<file path="config.mk">
export PLATFORM = sky130hd
export DESIGN_NAME = alu_muldiv_seq
export DESIGN_NICKNAME = d
export VERILOG_FILES = /design/src/rtl/alu_muldiv_pkg.sv /design/src/rtl/muldiv_iter_step.sv /design/src/rtl/alu_muldiv_seq.sv
export SDC_FILE = /design/constraint.sdc
export NUM_CORES = 1
export LEC_CHECK = 0
export CELL_PAD_IN_SITES_DETAIL_PLACEMENT = 0
export CELL_PAD_IN_SITES_GLOBAL_PLACEMENT = 1
export CORE_MARGIN = 2
export CORE_UTILIZATION = 41
export DETAILED_ROUTE_END_ITERATION = 6
export PLACE_DENSITY_LB_ADDON = 0.08
export SKIP_LAST_GASP = 1
export SYNTH_ARGS = -nofsm -noshare
export SYNTH_HDL_FRONTEND = slang
export SYNTH_HIERARCHICAL = 1
export SYNTH_SLANG_ARGS = --single-unit
</file>
<file path="constraint.sdc">
create_clock -name CLK -period 3.3 [get_ports CLK]
set_clock_uncertainty 0.05 [all_clocks]
set_input_delay 0.66 -clock CLK [delete_from_list [all_inputs] [get_ports CLK]]
set_output_delay 0.66 -clock CLK [all_outputs]
set_load 0.005 [all_outputs]
</file>
<file path="src/rtl/alu_muldiv_pkg.sv">
// Shared types and helpers for the sequential RV32M multiply/divide unit.
// Operation codes follow the RISC-V funct3 encoding of the M extension.
package alu_muldiv_pkg;

    typedef enum logic [2:0] {
        OP_MUL    = 3'b000,
        OP_MULH   = 3'b001,
        OP_MULHSU = 3'b010,
        OP_MULHU  = 3'b011,
        OP_DIV    = 3'b100,
        OP_DIVU   = 3'b101,
        OP_REM    = 3'b110,
        OP_REMU   = 3'b111
    } muldiv_op_t;

    // Literals carry an S_ prefix so they never collide with the DONE port.
    typedef enum logic [1:0] {
        S_IDLE = 2'd0,
        S_CALC = 2'd1,
        S_FIX  = 2'd2,
        S_DONE = 2'd3
    } state_t;

    // rs1 is treated as two's complement for these operations.
    function automatic logic is_signed_x(input muldiv_op_t op);
        return op inside {OP_MULH, OP_MULHSU, OP_DIV, OP_REM};
    endfunction

    // rs2 is treated as two's complement for these operations.
    function automatic logic is_signed_y(input muldiv_op_t op);
        return op inside {OP_MULH, OP_DIV, OP_REM};
    endfunction

endpackage

</file>
<file path="src/rtl/muldiv_iter_step.sv">
// One combinational iteration of the magnitude datapath.
// acc_i packs {hi, lo}:
//   multiply: hi = partial product, lo = remaining multiplier bits (shift-add, LSB first)
//   divide:   hi = partial remainder, lo = dividend bits shifting into the quotient (restoring)
module muldiv_iter_step #(
    parameter int WIDTH = 32
) (
    input  logic                 is_div_i,
    input  logic [2*WIDTH-1:0]   acc_i,
    input  logic [WIDTH-1:0]     b_i,
    output logic [2*WIDTH-1:0]   acc_o
);

    logic [WIDTH-1:0] hi;
    logic [WIDTH-1:0] lo;
    logic [WIDTH:0]   add_sum;
    logic [WIDTH:0]   trial;

    // Add-shift for multiply, trial-subtract-shift for divide.
    always_comb begin
        hi      = acc_i[2*WIDTH-1:WIDTH];
        lo      = acc_i[WIDTH-1:0];
        add_sum = {1'b0, hi} + (lo[0] ? {1'b0, b_i} : '0);
        // Partial remainder is always below the divisor, so the shifted value
        // fits in WIDTH+1 bits and trial[WIDTH] is a clean borrow flag.
        trial   = {hi, lo[WIDTH-1]} - {1'b0, b_i};
        if (is_div_i) begin
            if (trial[WIDTH]) begin
                acc_o = {hi[WIDTH-2:0], lo[WIDTH-1], lo[WIDTH-2:0], 1'b0};
            end else begin
                acc_o = {trial[WIDTH-1:0], lo[WIDTH-2:0], 1'b1};
            end
        end else begin
            acc_o = {add_sum, lo[WIDTH-1:1]};
        end
    end

endmodule

</file>
<file path="src/rtl/alu_muldiv_seq.sv">
// Sequential RV32M multiply/divide unit: operands are reduced to magnitudes at
// START, WIDTH iterations run in CALC, signs are restored in FIX and the result
// is registered on the way into DONE.
// Optional build macro MULDIV_EARLY_OUT_EN: trivial operands (divide by zero,
// signed overflow, zero multiply operand) bypass CALC/FIX with latency 1.
// Handshake: START is only honoured while READY=1; DONE is a one-cycle pulse and
// RESULTADO/ZERO are held until the next DONE.
module alu_muldiv_seq
    import alu_muldiv_pkg::*;
#(
    parameter int WIDTH = 32,
    parameter int CNT_W = $clog2(WIDTH)
) (
    input  logic             CLK,
    input  logic             RST_n,
    input  logic             START,
    input  logic [2:0]       OP,
    input  logic [WIDTH-1:0] X,
    input  logic [WIDTH-1:0] Y,
    output logic             READY,
    output logic             BUSY,
    output logic             DONE,
    output logic [WIDTH-1:0] RESULTADO,
    output logic             ZERO
);

    state_t               state_q, state_d;
    logic [CNT_W-1:0]     cnt_q, cnt_d;
    muldiv_op_t           op_q, op_d;
    logic                 sx_q, sx_d;
    logic                 sy_q, sy_d;
    logic [2*WIDTH-1:0]   acc_q, acc_d;
    logic [WIDTH-1:0]     b_q, b_d;
    logic [WIDTH-1:0]     res_q, res_d;
    logic                 zero_q, zero_d;

    muldiv_op_t           op_in;
    logic                 x_neg, y_neg;
    logic [WIDTH-1:0]     x_mag, y_mag;
    logic [2*WIDTH-1:0]   acc_step;
    logic [2*WIDTH-1:0]   prod_fix;
    logic [WIDTH-1:0]     quo_fix, rem_fix, fix_res;

    assign op_in = muldiv_op_t'(OP);

    // Operand signs and magnitudes as seen at capture time.
    always_comb begin
        x_neg = is_signed_x(op_in) & X[WIDTH-1];
        y_neg = is_signed_y(op_in) & Y[WIDTH-1];
        x_mag = x_neg ? -X : X;
        y_mag = y_neg ? -Y : Y;
    end

    muldiv_iter_step #(
        .WIDTH    (WIDTH)
    ) u_step (
        .is_div_i (op_q[2]),
        .acc_i    (acc_q),
        .b_i      (b_q),
        .acc_o    (acc_step)
    );

    // Sign correction and output-word selection once the iterations are done.
    always_comb begin
        prod_fix = (sx_q ^ sy_q) ? -acc_q : acc_q;
        // A zero divisor leaves an all-ones magnitude quotient; force it so the
        // sign correction cannot turn it into +1.
        quo_fix  = (b_q == '0) ? '1
                 : ((sx_q ^ sy_q) ? -acc_q[WIDTH-1:0] : acc_q[WIDTH-1:0]);
        rem_fix  = sx_q ? -acc_q[2*WIDTH-1:WIDTH] : acc_q[2*WIDTH-1:WIDTH];
        case (op_q)
            OP_MUL:                        fix_res = prod_fix[WIDTH-1:0];
            OP_MULH, OP_MULHSU, OP_MULHU:  fix_res = prod_fix[2*WIDTH-1:WIDTH];
            OP_DIV, OP_DIVU:               fix_res = quo_fix;
            default:                       fix_res = rem_fix;
        endcase
    end

`ifdef MULDIV_EARLY_OUT_EN
    logic             y_zero, x_zero, ovf, early_hit;
    logic [WIDTH-1:0] early_res;

    // Detect operand pairs whose result is known without iterating.
    always_comb begin
        y_zero    = (Y == '0);
        x_zero    = (X == '0);
        ovf       = (op_in inside {OP_DIV, OP_REM})
                    && (X == {1'b1, {(WIDTH-1){1'b0}}}) && (Y == '1);
        early_res = '0;
        early_hit = 1'b0;
        if (OP[2]) begin
            early_hit = y_zero | ovf;
            if (y_zero) begin
                early_res = OP[1] ? X : '1;
            end else if (ovf) begin
                early_res = OP[1] ? '0 : X;
            end
        end else begin
            early_hit = x_zero | y_zero;
        end
    end
`endif

    // Next-state and datapath register update.
    always_comb begin
        state_d = state_q;
        cnt_d   = cnt_q;
        op_d    = op_q;
        sx_d    = sx_q;
        sy_d    = sy_q;
        acc_d   = acc_q;
        b_d     = b_q;
        res_d   = res_q;
        zero_d  = zero_q;
        case (state_q)
            S_IDLE: begin
                if (START) begin
                    op_d    = op_in;
                    sx_d    = x_neg;
                    sy_d    = y_neg;
                    acc_d   = {{WIDTH{1'b0}}, x_mag};
                    b_d     = y_mag;
                    cnt_d   = '0;
                    state_d = S_CALC;
`ifdef MULDIV_EARLY_OUT_EN
                    if (early_hit) begin
                        res_d   = early_res;
                        zero_d  = (early_res == '0);
                        state_d = S_DONE;
                    end
`endif
                end
            end
            S_CALC: begin
                acc_d = acc_step;
                cnt_d = cnt_q + CNT_W'(1);
                if (cnt_q == CNT_W'(WIDTH-1)) begin
                    state_d = S_FIX;
                end
            end
            S_FIX: begin
                res_d   = fix_res;
                zero_d  = (fix_res == '0);
                state_d = S_DONE;
            end
            S_DONE: begin
                state_d = S_IDLE;
            end
            default: begin
                state_d = S_IDLE;
            end
        endcase
    end

    // State and datapath registers; reset aborts any operation in flight.
    always_ff @(posedge CLK or negedge RST_n) begin
        if (!RST_n) begin
            state_q <= S_IDLE;
            cnt_q   <= '0;
            op_q    <= OP_MUL;
            sx_q    <= 1'b0;
            sy_q    <= 1'b0;
            acc_q   <= '0;
            b_q     <= '0;
            res_q   <= '0;
            zero_q  <= 1'b1;
        end else begin
            state_q <= state_d;
            cnt_q   <= cnt_d;
            op_q    <= op_d;
            sx_q    <= sx_d;
            sy_q    <= sy_d;
            acc_q   <= acc_d;
            b_q     <= b_d;
            res_q   <= res_d;
            zero_q  <= zero_d;
        end
    end

    assign READY     = (state_q == S_IDLE);
    assign BUSY      = (state_q != S_IDLE);
    assign DONE      = (state_q == S_DONE);
    assign RESULTADO = res_q;
    assign ZERO      = zero_q;

endmodule
</file>
==> reports/metrics.yaml <==
final_layout:
  diodes: 0
  area_delta_synth_final_pct: 43.4
  drive_gt1_frac: 0.313
  fin_area_sq_um: 21100
  fillerInstances: 3264
  final_nets: 2501
synth:
  synth_edf_count: 0
  ys_async_sr_fraction: 1.00
  synth_common_cells: "nand2_1, a21oi_1, nor2_1"
  synth.most_common_cell: "nand2_1"
  syn_avg_cell_area_sq_um: 7.75
  synth_cell_types: 100
  synth_warnings: 6
  dominantRegCellSynth: "dfrtp_1"
  synth_area_sq_um: 14700
  synth_nets: 2040
  synthCells: 1894
  yosysTopAreaCell: "dfrtp_1"
  yosys-top-cells-area: "dfrtp_1, ha_1, a21oi_1, xor2_1, nand2_1"
  synth_top_area_frac: 0.239
  ys_ff_latch: 141
  yosysSeqAreaShare: 0.240
worst_setup_path:
  critPathSlowestCell: "dfrtp_1"
  r2r-start: "acc_q[38]$_DFFE_PN0P_"
  crit_chain: "buf_4 -> nor4_4 -> nand4_1 -> or3_4 -> nor3_1 -> buf_4 -> a21oi_1 -> a211o_1 -> a21oi_1 -> buf_4 -> nand4_1 -> o31ai_4"
  crit_path_max_incr_delay_ns: 0.47
  crit_family: "simple AND/OR/NAND/NOR gates"
  setup.worst_path.start_class: "flip-flop"
  end_kind: "flip-flop"
  arrival_ns: 3.72
  crit_path_start: "acc_q[38]$_DFFE_PN0P_"
  crit_type: "flip-flop to flip-flop"
  cp_max_fo: 8
  required_ns: 3.63
  r2r_slack_ns: -0.09
  path_common_cell: "buf_4"
  rr_worst_depth: 12
  worstReg2RegEnd: "ZERO$_DFFE_PN1P_"
  path_buf_inv: 3
clock_tree:
  clockBufferDepth: 2
  cts_tree: "built"
  cts.sinks: 141
  h-tree-depth: 4
  cts_hold_buf: 0
  clockRootBuffer: "clkbuf_16"
  cts_buffers: 17
  insertion_delay_ns: 0.46
  path_clk_slew_ns: 0.06
pwr:
  internal_power_mw: 14.0
  irDropWorstVdd_v: 0.000935
  p_comb_frac: 0.804
  p_leak_nw: 9.16
  p_switching_mw: 13.2
  p_sw_frac: 0.485
  power_frac_clock: 0.072
  p_total_mw: 27.2
  power_frac_seq: 0.124
  p_per_area_nw_per_um2: 1290
place:
  post_dp_cell_area_sq_um: 19000
  dpl.hpwl_mm: 44.6
  portBuffers: 105
  post-place-ws_ns: -0.518
  finalWeightedCongestion: 0.943
grt:
  grt_max_degree: 75
  grt-ovfl-total: 0
  antenna_found_initial: 0
  grt_pass1_wl_mm: 89.6
  track_usage: 0.301
  grt_pass1_vias: 15800
timing:
  tightest_slew_ns: 0.964
  drv_slew: 0
  max_freq_mhz: 295
  setup_ws_ns: -0.0908
  period_needed_ns: 3.39
  period_share: 1.03
  setup_viol: 2
  fin_tns_setup_ns: -0.0997
  hold_violations: 0
  slew-limit-headroom: 0.353
  grt_setup_unrepaired: "true"
die:
  die_x_um: 193
  ios: 106
  die_h_um: 193
  rows: 69
  core-area_sq_um: 35400
  dieArea_sq_um: 37400
  start_util: 0.415
hold_path:
  hp-class: "input pin to asynchronous set/reset pin"
drt:
  drtIter0Drc: 1225
  wl_per_cell_um: 20.5
  drtAntennaViolNets: 0
  wl_mm: 58.0
  routed_via_density: 5.79
  drt_first_pass_iters: 6
  drc: 0
  num_vias: 16400
outcome:
  violations: "setup timing"
  outcome: "complete, but fails checks"
job:
  drv_cap: 0
cell usage in the layout, fill, tap and decap left out, drive strengths merged, types with 30 or more instances in the layout:
cell type,Yosys,routed
o21ai,155,155
inv,70,75
nand3,41,41
dfrtp,140,140
a22o,30,30
nand2,201,201
buf,22,451
nor4,39,39
mux2,51,51
xnor2,84,84
a31oi,45,45
xor2,89,89
ha,74,74
a21oi,161,161
and2,40,40
clkdlybuf4s50,0,104
nor3,51,51
nor2,149,149
state kept, by name, indices dropped and copies added (netlist names):
signal / cells
op_q: 3
sx_q: 1
state_q: 2
cnt_q: 5
sy_q: 1
b_q: 32
RESULTADO: 32
ZERO: 1
acc_q: 64
worst max-delay path by stage:
stage,cells past startpoint,end
after floorplan,12,ZERO$_DFFE_PN1P_
after global placement,13,acc_q[0]$_DFFE_PN0P_
after detailed placement,13,acc_q[0]$_DFFE_PN0P_
after CTS,16,RESULTADO[3]$_DFFE_PN0P_
after global routing,16,acc_q[58]$_DFFE_PN0P_
final,12,ZERO$_DFFE_PN1P_
cell families after synthesis:
logic type,Yosys count,synth area share
adder cells (fa/ha/maj),76,0.0658
multiplexers,78,0.0575
buffers and inverters,187,0.0508
AO/OA/AOI/OAI,579,0.255
XOR/XNOR,173,0.105
AND/OR/NAND/NOR,660,0.226
flip-flops,141,0.240
layout make-up:
type / instances / area, sq um / share of cell area
sequential: 141 / 3540 / 0.168
clock inverter: 14 / 134 / 0.00635
multi-input combinational: 1566 / 11400 / 0.541
tap: 461 / 577 / 0.0274
timing repair buffer: 558 / 4700 / 0.223
inverter: 71 / 269 / 0.0128
clock buffer: 18 / 439 / 0.0208
routing by layer:
metal,vias up,track usage,part of all wire
met4,0,0.0950,0.026
met2,505,0.472,0.45
met5,-,0,0
li1,7840,-,-
met3,87,0.0404,0.058
met1,7959,0.428,0.47
power by group through the flow:
stage,clock network (mW),registers [mW],logic (mW)
floorplan,0,3.33,10.5
global placement,0,3.36,18.3
detailed placement,0,3.39,18.4
CTS,1.98,3.37,19.7
global route,2.05,3.50,23.4
finish,1.95,3.38,21.9
what timing repair did:
action | in CTS | in global routing
pin swaps | 42 | 111
cloned | 1 | 3
resized for setup | 70 | 154
setup endpoints to repair | 34 | 44
buffers inserted | 23 | 29
per-stage QoR:
stage               instances  hold slack [ns]  utilization
floorplan                1894            0.314            -
global placement         2743            0.413        0.536
detailed placement       2743            0.430        0.536
CTS                      2799           0.0928        0.567
global route             2829            0.122        0.595
finish                   2829           0.0903        0.595
Power figures use the tool's default switching activity.
